`config.mk`:
```
export PLATFORM = sky130hd
export DESIGN_NAME = leaky_relu_vector_unit
export DESIGN_NICKNAME = d
export VERILOG_FILES = /design/src/rtl/leaky_relu_vector_unit.sv
export SDC_FILE = /design/constraint.sdc
export NUM_CORES = 2
export LEC_CHECK = 0
export CORE_MARGIN = 8
export CORE_UTILIZATION = 60
export DETAILED_ROUTE_END_ITERATION = 12
export PLACE_DENSITY = 0.79
export SYNTH_ARGS = -nofsm -noshare
export SYNTH_HDL_FRONTEND = slang
export SYNTH_SLANG_ARGS = --single-unit
```
`constraint.sdc`:
```
create_clock -name clk -period 6.6 [get_ports clk]
set_clock_uncertainty 0.15 [all_clocks]
set_input_delay 0.66 -clock clk [delete_from_list [all_inputs] [get_ports clk]]
set_output_delay 0.66 -clock clk [all_outputs]
set_load 0.05 [all_outputs]
```
`src/rtl/leaky_relu_vector_unit.sv`:
```
// -----------------------------------------------------------------------------
// leaky_relu_vector_unit
//   Multi-lane leaky-ReLU engine: forward activation, gradient-gated derivative,
//   derivative mask or passthrough, selected per beat. Signed fixed point with
//   round-half-up and saturation. Two-stage pipeline with valid/ready flow
//   control.
//
// Ports:
//   clk, rst        clock, asynchronous active-high reset
//   in_valid/ready  input beat handshake (in_ready combinational from out_ready)
//   mode            00 forward, 01 grad-gated derivative, 10 mask, 11 passthrough
//   leak            alpha, signed Qx.FRAC, captured with each beat
//   x_in, g_in      per-lane h and g, lane i at [i*WIDTH +: WIDTH]
//   out_valid/ready output beat handshake
//   y_out           per-lane result, same packing as x_in
//   sat_flag        sticky: some lane saturated since the last sat_clr
//   sat_clr         synchronous clear of sat_flag (a new saturation wins)
// -----------------------------------------------------------------------------
module leaky_relu_vector_unit #(
  parameter int WIDTH = 16,
  parameter int FRAC  = 8,
  parameter int LANES = 4
) (
  input  logic                      clk,
  input  logic                      rst,
  input  logic                      in_valid,
  output logic                      in_ready,
  input  logic [1:0]                mode,
  input  logic signed [WIDTH-1:0]   leak,
  input  logic [LANES*WIDTH-1:0]    x_in,
  input  logic [LANES*WIDTH-1:0]    g_in,
  output logic                      out_valid,
  input  logic                      out_ready,
  output logic [LANES*WIDTH-1:0]    y_out,
  output logic                      sat_flag,
  input  logic                      sat_clr
);

  localparam int PW = 2 * WIDTH;

  localparam logic signed [PW-1:0]    HALF  = {{(PW-1){1'b0}}, 1'b1} << (FRAC - 1);
  localparam logic signed [PW-1:0]    MAXV  = {{(WIDTH+1){1'b0}}, {(WIDTH-1){1'b1}}};
  localparam logic signed [PW-1:0]    MINV  = {{(WIDTH+1){1'b1}}, {(WIDTH-1){1'b0}}};
  localparam logic signed [WIDTH-1:0] MAX_W = {1'b0, {(WIDTH-1){1'b1}}};
  localparam logic signed [WIDTH-1:0] MIN_W = {1'b1, {(WIDTH-1){1'b0}}};
  localparam logic signed [WIDTH-1:0] ONE   = {{(WIDTH-1){1'b0}}, 1'b1} << FRAC;

  // Round half up: add half an LSB of the result, then floor via arithmetic shift.
  function automatic logic signed [PW-1:0] f_round(input logic signed [PW-1:0] p);
    return (p + HALF) >>> FRAC;
  endfunction

  function automatic logic f_ovf(input logic signed [PW-1:0] r);
    return (r > MAXV) || (r < MINV);
  endfunction

  function automatic logic signed [WIDTH-1:0] f_sat(input logic signed [PW-1:0] r);
    if (r > MAXV)      return MAX_W;
    else if (r < MINV) return MIN_W;
    else               return r[WIDTH-1:0];
  endfunction

  // Flow control
  logic r_vld_p1, r_vld_p2, r_rdy_en;
  logic w_s1_adv, w_s2_adv, w_acc;

  assign w_s2_adv  = !r_vld_p2 || out_ready;
  assign w_s1_adv  = !r_vld_p1 || w_s2_adv;
  // r_rdy_en holds in_ready low while in reset and for the cycle it releases.
  assign in_ready  = r_rdy_en && w_s1_adv;
  assign w_acc     = in_valid && in_ready;
  assign out_valid = r_vld_p2;

  // ---- stage 0 -> 1: operand select and full-precision product ----
  logic signed [WIDTH-1:0] w_h    [LANES];
  logic signed [WIDTH-1:0] w_g    [LANES];
  logic signed [WIDTH-1:0] w_opnd [LANES];
  logic signed [PW-1:0]    w_ma   [LANES];
  logic signed [PW-1:0]    w_prod [LANES];
  logic signed [PW-1:0]    w_mb;
  logic [LANES-1:0]        w_neg;

  assign w_mb = {{WIDTH{leak[WIDTH-1]}}, leak};

  always_comb begin
    for (int i = 0; i < LANES; i++) begin
      w_h[i]   = x_in[i*WIDTH +: WIDTH];
      w_g[i]   = g_in[i*WIDTH +: WIDTH];
      w_neg[i] = w_h[i][WIDTH-1];
      // w_opnd is the result whenever no multiply is needed for this lane.
      case (mode)
        2'b00:   w_opnd[i] = w_h[i];
        2'b01:   w_opnd[i] = w_g[i];
        2'b10:   w_opnd[i] = w_neg[i] ? leak : ONE;
        default: w_opnd[i] = w_h[i];
      endcase
      w_ma[i]   = mode[0] ? {{WIDTH{w_g[i][WIDTH-1]}}, w_g[i]}
                          : {{WIDTH{w_h[i][WIDTH-1]}}, w_h[i]};
      w_prod[i] = w_ma[i] * w_mb;
    end
  end

  logic [1:0]              r_mode_p1;
  logic [LANES-1:0]        r_neg_p1;
  logic signed [WIDTH-1:0] r_opnd_p1 [LANES];
  logic signed [PW-1:0]    r_prod_p1 [LANES];

  always_ff @(posedge clk) begin
    if (w_acc) begin
      r_mode_p1 <= mode;
      r_neg_p1  <= w_neg;
      for (int i = 0; i < LANES; i++) begin
        r_opnd_p1[i] <= w_opnd[i];
        r_prod_p1[i] <= w_prod[i];
      end
    end
  end

  // ---- stage 1 -> 2: round, saturate, select ----
  logic [LANES*WIDTH-1:0] w_y;
  logic [LANES-1:0]       w_sat_lane;
  logic                   w_mul_mode;
  logic                   w_sat_set;

  assign w_mul_mode = (r_mode_p1 == 2'b00) || (r_mode_p1 == 2'b01);

  always_comb begin
    w_y        = '0;
    w_sat_lane = '0;
    for (int i = 0; i < LANES; i++) begin
      if (w_mul_mode && r_neg_p1[i]) begin
        w_y[i*WIDTH +: WIDTH] = f_sat(f_round(r_prod_p1[i]));
        w_sat_lane[i]         = f_ovf(f_round(r_prod_p1[i]));
      end else begin
        w_y[i*WIDTH +: WIDTH] = r_opnd_p1[i];
      end
    end
  end

  assign w_sat_set = r_vld_p1 && w_s2_adv && (|w_sat_lane);

  logic [LANES*WIDTH-1:0] r_y_p2;
  logic                   r_sat;

  always_ff @(posedge clk or posedge rst) begin
    if (rst) begin
      r_rdy_en <= 1'b0;
      r_vld_p1 <= 1'b0;
      r_vld_p2 <= 1'b0;
      r_y_p2   <= '0;
      r_sat    <= 1'b0;
    end else begin
      r_rdy_en <= 1'b1;
      if (w_s1_adv) r_vld_p1 <= w_acc;
      if (w_s2_adv) begin
        r_vld_p2 <= r_vld_p1;
        // Only overwrite y_out with a real beat so the last result stays put.
        if (r_vld_p1) r_y_p2 <= w_y;
      end
      if (w_sat_set)    r_sat <= 1'b1;
      else if (sat_clr) r_sat <= 1'b0;
    end
  end

  assign y_out    = r_y_p2;
  assign sat_flag = r_sat;

endmodule

```
==> results.json <==
{
  "whs_ns": 0.291,
  "start_kind": "input port",
  "status": "complete, no violations",
  "grt_pass1_wl_mm": 222,
  "fmaxAchievable_mhz": 153,
  "path_max_fanout": 8,
  "cpPeakStageDelay_ns": 0.58,
  "fin_nets": 7474,
  "syn_inst": 5343,
  "die_height_um": 306,
  "clkTransAtPathRegs_ns": 0.06,
  "root_buffer": "clkbuf_16",
  "synthesis.nets": 6860,
  "gp_congestion": 0.948,
  "cp.required_ns": 6.79,
  "start_util": 0.605,
  "cts_tree": "yes",
  "cpMaxStageDelayCell": "fa_1",
  "async_flop_share": 0.287,
  "ys.flop_type": "edfxtp_1",
  "utilization": 0.726,
  "stdcell_area_sq_um": 60700,
  "synth_edf_count": 169,
  "via_count": 40600,
  "core_sq_um": 83600,
  "yosys_warnings": 0,
  "dpl_cell_area_sq_um": 58200,
  "io_pins": 218,
  "cts_buffers": 29,
  "die_w_um": 306,
  "dpl.hpwl_mm": 113,
  "fin_crit_sh": 0.991,
  "period_minus_slack_ns": 6.54,
  "antenna_found_initial": 6,
  "avgSynthCellArea_sq_um": 9.46,
  "final_cell_mix": "1119 x inv_1, 1018 x fa_1, 630 x nand2_1, 539 x buf_4, 435 x and2_1",
  "maxCapViolCount": 0,
  "synth_seq_area_share": 0.134,
  "grt_overflow_total": 0,
  "area_delta_synth_final_pct": 20.0,
  "routed_wl_mm": 141,
  "clk_latency_ns": 0.60,
  "die_area_sq_um": 93800,
  "syn_area_sq_um": 50500,
  "worst_slew_pin_slew_ns": 1.29,
  "finalSetupViolations": 0,
  "ys_ff_latch": 237,
  "cts_buffer_depth": 3,
  "htreeDepth": 1,
  "hp-class": "in2reg",
  "critical_path_class": "in2reg",
  "grt_usage": 0.296,
  "arrival_ns": 6.73,
  "port_buffers": 217,
  "grt_max_degree": 171,
  "rsz0062_at_grt": "yes",
  "row_count": 106,
  "maxSlewViolCount": 0,
  "wl_per_cell_um": 20.0,
  "crit_top_cell": "fa_1",
  "layout_commonest_cell": "inv_1",
  "finalHoldViolCount": 0,
  "path_cells": "buf_12 -> buf_8 -> mux2_4 -> buf_6 -> and2_4 -> fa_1 -> fa_1 -> fa_1 -> fa_1 -> fa_1 -> inv_2 -> fa_1 -> inv_2 -> ha_4 -> nand3_4 -> nor3_4 -> o31ai_4 -> a211oi_2 -> buf_4 -> nor2_4 -> o211ai_1 -> a21o_1 -> buf_4 -> xor2_1",
  "cts_num_sinks": 237,
  "drc": 0,
  "ant_nets": 0,
  "grt_pass1_vias": 42400,
  "relSlewSlack": 0.132,
  "via_per_inst": 5.74,
  "crit_path_end_kind": "flop",
  "drive_above_1_share": 0.159,
  "firstDrtPassIters": 7,
  "drt_iter0_markers": 4311,
  "synth_cell_type_count": 76
}
[synthesized netlist by cell type (all sizes together) (34+ instances only)]
library cell,number,area share
inv,1136,0.084
fa,1044,0.41
nand2,646,0.048
and2,449,0.056
ha,322,0.080
clkbuf,225,0.017
nor2,183,0.014
edfxtp,169,0.10
o21ai,158,0.016
xnor2,123,0.021
a21oi,85,0.0084
xor2,69,0.012
dfrtp,68,0.034
nand3,62,0.0062
mux2,58,0.013
nor2b,54,0.0067
a21o,48,0.0071
a32oi,40,0.0069
nand2b,34,0.0044
[metrics by stage]
step           setup TNS (ns)  std cells  worst slack (ns)
3_3_place_gp           -25.65       6961            -0.693
3_5_place_dp           -32.89       6961            -0.857
2_1_floorplan          -0.287       5343           -0.0930
6_report                    0       7065            0.0578
4_1_cts                     0       7019           0.00619
5_1_grt                -0.674       7063            -0.101
[worst paths after layout]
path | cells past startpoint | slack (ns) | endpoint | from
worst max-delay path | 24 | 0.06 | r_prod_p1[2][27] | mode[0]
worst min-delay path | 3 | 0.29 | r_opnd_p1[2][13] | x_in[45]
worst max register to register | 9 | 2.08 | sat_flag | r_prod_p1[1][8]
worst min register to register | 1 | 0.32 | y_out[24] | y_out[24]
max in group asynchronous | 3 | 5.23 | y_out[63] | rst
min in group asynchronous | 3 | 0.50 | y_out[34] | rst
[sequential cells by signal (all words and copies together), names as in the netlist, 4 cells and up]
signal	flops
r_opnd_p1	64
r_prod_p1	100
r_neg_p1	4
y_out	64
[final cells by class]
cell class | count | area, sq um
tap | 1080 | 1350
antenna | 6 | 15.0
clock buffer | 39 | 868
timing repair buffer | 832 | 7550
inverter | 1137 | 4270
multi-input combinational | 3720 | 39700
clock inverter | 14 | 151
sequential | 237 | 6780
fill | 5633 | 22900
[per-layer routing]
layer / GRT usage / vias up / wire, um
li1: - / 17600 / -
met5: 0 / - / 0
met1: 0.418 / 20500 / 55700
met4: 0.102 / 0 / 5270
met3: 0.0571 / 325 / 15700
met2: 0.459 / 2181 / 64500
[critical path: cells and delay by family]
family                     cells  cell delay (ns)
xor gates and xnor gates       1             0.07
AOI/OAI and AO/OA              4             0.83
buffers and inverters          7             0.84
adders and majority gates      7             3.45
and+or+nand+nor                4             0.51
muxes                          1             0.37
[cell families after synthesis]
| kind of cell | Yosys count | synth area share |
|---|---|---|
| xor+xnor | 192 | 0.0333 |
| mux | 66 | 0.0145 |
| flops | 237 | 0.134 |
| other cells | 1 | 0.0000742 |
| compound gates | 517 | 0.0672 |
| fa+ha+maj | 1366 | 0.493 |
| buf+inv | 1388 | 0.104 |
| simple gates | 1576 | 0.154 |
[repair_timing]
| action | CTS | global route |
|---|---|---|
| pin swaps | 9 | 108 |
| setup endpoints to repair | 25 | 46 |
| cloned | 0 | 3 |
| hold buffers | 0 | 0 |
| gates resized for setup | 38 | 243 |
| setup buffers | 5 | 40 |
Power is not shown: default switching activity piles up to over one toggle a cycle in this logic, so the estimate is an artifact.
